===== src/rtl/uart_resp_tx.sv =====
// uart_resp_tx: frames one register readback (hdr, addr, data hi, data lo, xor checksum)
// and feeds it byte by byte to the UART transmitter, aborting on a stuck tx_done.
module uart_resp_tx #(
   parameter logic [7:0] HDR_BYTE    = 8'hA5,
   parameter int         TIMEOUT_CYC = 100000
) (
   input  logic        clk,
   input  logic        rst_n,
   input  logic        req_valid_i,
   output logic        req_ready_o,
   input  logic [7:0]  addr_i,
   input  logic [15:0] data_i,
   output logic [7:0]  tx_data_o,
   output logic        tx_wr_o,
   input  logic        tx_done_i,
   output logic        busy_o,
   output logic        done_o,
   output logic        err_o
);
   localparam int CW = $clog2(TIMEOUT_CYC + 1);
   typedef enum logic [1:0] {IDLE, SEND, WAIT} state_t;
   state_t state, state_nxt;
   logic [2:0] idx, idx_nxt;
   logic [CW-1:0] cnt;
   logic [7:0] addr_q, chk, byte_sel;
   logic [15:0] data_q;
   logic accept, done_nxt, err_nxt;
   assign accept = req_valid_i && req_ready_o;
   assign chk = addr_q ^ data_q[15:8] ^ data_q[7:0];
   assign tx_wr_o = state == SEND;
   assign busy_o = state != IDLE;
   // Byte 0 is selected on the accept edge, before addr/data are latched
   assign byte_sel = idx_nxt == 3'd0 ? HDR_BYTE :
                     idx_nxt == 3'd1 ? addr_q :
                     idx_nxt == 3'd2 ? data_q[15:8] :
                     idx_nxt == 3'd3 ? data_q[7:0] : chk;
   always_comb begin
      state_nxt = state;
      idx_nxt = idx;
      done_nxt = 1'b0;
      err_nxt = 1'b0;
      case (state)
         IDLE: if (accept) begin
            state_nxt = SEND;
            idx_nxt = 3'd0;
         end
         SEND: state_nxt = WAIT;
         WAIT: if (tx_done_i) begin
            state_nxt = idx == 3'd4 ? IDLE : SEND;
            idx_nxt = idx == 3'd4 ? idx : idx + 3'd1;
            done_nxt = idx == 3'd4;
         end else if (cnt == CW'(TIMEOUT_CYC - 1)) begin
            state_nxt = IDLE;
            err_nxt = 1'b1;
         end
         default: state_nxt = IDLE;
      endcase
   end
   // Abort fires after TIMEOUT_CYC wait cycles; tx_done on the last of them still wins
   always_ff @(posedge clk or negedge rst_n) begin
      if (!rst_n) begin
         state <= IDLE;
         idx <= 3'd0;
         cnt <= '0;
         addr_q <= 8'h00;
         data_q <= 16'h0000;
         req_ready_o <= 1'b0;
         tx_data_o <= 8'h00;
         done_o <= 1'b0;
         err_o <= 1'b0;
      end else begin
         state <= state_nxt;
         idx <= idx_nxt;
         req_ready_o <= state_nxt == IDLE;
         done_o <= done_nxt;
         err_o <= err_nxt;
         if (accept) begin
            addr_q <= addr_i;
            data_q <= data_i;
         end
         if (state_nxt == SEND) tx_data_o <= byte_sel;
         cnt <= state == SEND ? '0 :
                (state == WAIT && cnt != CW'(TIMEOUT_CYC)) ? cnt + 1'b1 : cnt;
      end
   end
endmodule


===== config.mk =====
export PLATFORM = sky130hd
export DESIGN_NAME = uart_resp_tx
export DESIGN_NICKNAME = d
export VERILOG_FILES = /design/src/rtl/uart_resp_tx.sv
export SDC_FILE = /design/constraint.sdc
export NUM_CORES = 1
export LEC_CHECK = 0
export BUFFER_PORTS_ARGS = -buffer_cell sky130_fd_sc_hd__buf_2
export CAP_MARGIN = 20
export CORE_MARGIN = 4
export CORE_UTILIZATION = 58
export DETAILED_ROUTE_END_ITERATION = 12
export PLACE_DENSITY = 0.8
export SLEW_MARGIN = 30
export SYNTH_ARGS = -nofsm -noshare
export SYNTH_HDL_FRONTEND = slang
export SYNTH_SLANG_ARGS = --single-unit

===== constraint.sdc =====
create_clock -name clk -period 2.8 [get_ports clk]
set_input_delay 0.56 -clock clk [delete_from_list [all_inputs] [get_ports clk]]
set_output_delay 0.56 -clock clk [all_outputs]
set_load 0.02 [all_outputs]

==> results.sh <==
export IMPL_status="finished clean"
export IMPL_numCtsBuffers=9
export IMPL_drive_gt1_share_pct=27.9
export IMPL_fmax_ghz=0.430
export IMPL_die_w_um=82.6
export IMPL_slew_headroom_pct=52.0
export IMPL_fill_cells=401
export IMPL_htree_num_levels=3
export IMPL_p_leak_uw=0.00160
export IMPL_drtIter0Drc=219
export IMPL_synth_distinct_cells=53
export IMPL_syn_to_final_growth_pct=13.7
export IMPL_grt_pass1_vias=2443
export IMPL_setup_ws_ns=0.474
export IMPL_critPathRequiredTime_ns=3.01
export IMPL_cts_hold_buf=0
export IMPL_ff_latch_area_sq_um=1430
export IMPL_async_flop_share_pct=100
export IMPL_final_nets=383
export IMPL_min_path_type="in -> async"
export IMPL_core_area_sq_um=5240
export IMPL_grt_max_degree=58
export IMPL_path_clk_slew_ns=0.06
export IMPL_intPower_uw=2320
export IMPL_crit_path_end_kind="register"
export IMPL_dp_hpwl_um=4820
export IMPL_fin_crit_sh_pct=83.1
export IMPL_drcViolationCount=0
export IMPL_switching_power_uw=1490
export IMPL_die_area_sq_um=6830
export IMPL_slew_viol_final=0
export IMPL_setup_worst_path_class="reg -> reg"
export IMPL_grt_usage_pct=22.3
export IMPL_p_comb_share_pct=42.2
export IMPL_antenna_found_initial=0
export IMPL_yosysSeqAreaShare_pct=44.1
export IMPL_numPortBuffers=40
export IMPL_vdd_ir_drop_worst_uv=616
export IMPL_cts_root_buf="clkbuf_8"
export IMPL_crit_family="compound AO/OA/AOI/OAI gates"
export IMPL_start_util_pct=61.7
export IMPL_synth_flop_cell="dfrtp_1"
export IMPL_grt_overflow_total=0
export IMPL_die_y_um=82.6
export IMPL_synth_top_cell_by_area="dfrtp_1"
export IMPL_ctsResizeCount=0
export IMPL_r2r_setup_slack_ns=0.47
export IMPL_finalHoldViolations=0
export IMPL_p_clk_share_pct=20.1
export IMPL_slowest_stage="a221oi_2"
export IMPL_clk_latency_ns=0.33
export IMPL_boundaryPins=41
export IMPL_vias_per_cell=6.12
export IMPL_antenna_cells=0
export IMPL_pre_cts_ws_ns=0.385
export IMPL_rsz0062_at_grt="false"
export IMPL_wl_per_cell_um=16.3
export IMPL_fin_hold_ws_ns=0.356
export IMPL_clock_sinks=57
export IMPL_synth_top_cell_area_share_pct=44.1
export IMPL_p_per_area_nw_per_um2=1040
export IMPL_synth_area_per_cell_sq_um=10.5
export IMPL_layout_commonest_cell="dfrtp_1"
export IMPL_cp_slowest_stage_delay_ns=0.46
export IMPL_path_buf_inv=2
export IMPL_finalWorstPathRequiredPeriod_ns=2.33
export IMPL_cts_setup_buffers=0
export IMPL_place_inst=410
export IMPL_globalplace_congestion=0.910
export IMPL_synth_fp_nets=340
export IMPL_skew_ns=0.00505
export IMPL_synthCells=308
export IMPL_antenna_left=0
export IMPL_crit_fanout=9
export IMPL_synth_seq_cells=57
export IMPL_seq_power_share_pct=37.8
export IMPL_start_kind="register"
export IMPL_multi_input_area_sq_um=1690
export IMPL_grt_pass1_wl_um=11600
export IMPL_final_cell_mix="dfrtp_1, buf_2, mux2_2"
export IMPL_cap_violations=0
export IMPL_crit_arrival_ns=2.54
export IMPL_clockBufferDepth=2
export IMPL_synth_warning_count=0
export IMPL_crit_chain="inv_1 -> ha_1 -> a21boi_0 -> mux2_2 -> a221oi_2 -> buf_4 -> o2bb2ai_1 -> a211oi_1"
export IMPL_tightest_slew_ns=0.715
export IMPL_dr_pass1_iters=4
export IMPL_row_count=26
export IMPL_drt_total_wl_um=6930
export IMPL_setup_violations=0
export IMPL_synth_area_top_cells="dfrtp_1, mux2_2, mux2i_1"
export IMPL_fin_cells=425
export IMPL_netlist_area_sq_um=3230
export IMPL_cts_tree="yes"
export IMPL_switching_share_pct=39.1
export IMPL_setup_tns_final_ns=0
export IMPL_vias=2601
export IMPL_synth_edff_count=0
layer usage:
| metal | share of wire, % | wire length [um] | GRT usage, % |
|---|---|---|---|
| met3 | 5.9 | 406 | 7.16 |
| met1 | 46 | 3180 | 30.7 |
| met2 | 47 | 3270 | 34.1 |
| met4 | 1.1 | 75 | 5.56 |
| met5 | 0 | 0 | 0 |
cell usage after synthesis, types with 6 or more instances:
| library cell | number |
|---|---|
| inv_1 | 6 |
| nor2_1 | 21 |
| nand2_1 | 19 |
| o21ai_0 | 9 |
| a21oi_1 | 12 |
| and3_1 | 7 |
| nor3b_1 | 6 |
| mux2i_1 | 11 |
| mux2_2 | 27 |
| a211oi_1 | 8 |
| nand4_1 | 8 |
| xnor2_1 | 8 |
| dfrtp_1 | 57 |
| nand3_1 | 15 |
| clkbuf_1 | 7 |
power groups by stage:
stage | sequential, uW | clock [uW] | combinational [uW]
6_report | 1440 | 763 | 1610
5_1_grt | 1490 | 825 | 1770
2_1_floorplan | 1410 | 0 | 1240
3_3_place_gp | 1430 | 0 | 1560
4_1_cts | 1430 | 780 | 1610
3_5_place_dp | 1450 | 0 | 1600
sequential cells by signal (all words and copies together), names as in the netlist:
register,cells
idx,3
cnt,17
err_o,1
tx_data_o,8
req_ready_o,1
done_o,1
state,2
data_q,16
addr_q,8
worst paths after layout:
kind / start / endpoint / cells past startpoint
max in group asynchronous: rst_n / cnt[10] / 2
max: idx[0] / tx_data_o[7] / 8
min in group clk: addr_i[6] / addr_q[6] / 2
min: rst_n / cnt[3] / 2
max reg2reg: idx[0] / tx_data_o[7] / 8
min reg2reg: cnt[0] / cnt[0] / 1
metrics by stage:
step | utilization [%] | area, sq um | power, uW
floorplan | - | 3230 | 2650
global placement | 66.3 | 3470 | 2990
detailed placement | 66.4 | 3480 | 3050
CTS | 70.2 | 3670 | 3820
global route | 70.2 | 3670 | 4080
finish | 70.2 | 3670 | 3810
logic make-up (layout without fill, tap and decap cells):
group                    after synthesis  in the layout  share of synthesized area (%)
flip-flops                            57             57                           44.1
buffers and inverters                 21             68                           3.64
multiplexers                          38             38                           12.8
adder cells (fa/ha/maj)                4              4                           1.55
XOR/XNOR                              12             12                           3.25
AND/OR/NAND/NOR                      104            104                           17.7
AO/OA/AOI/OAI                         72             72                           16.9
cell type report:
type / count / area share [%]
clock buffers: 12 / 4.22
multi-input cells: 230 / 46.1
flip-flops and latches: 57 / 38.8
well taps: 70 / 2.38
inverters: 7 / 0.715
clock inverters: 3 / 1.09
repair buffers: 46 / 6.67
No activity file was read; power rests on OpenSTA's default activity.
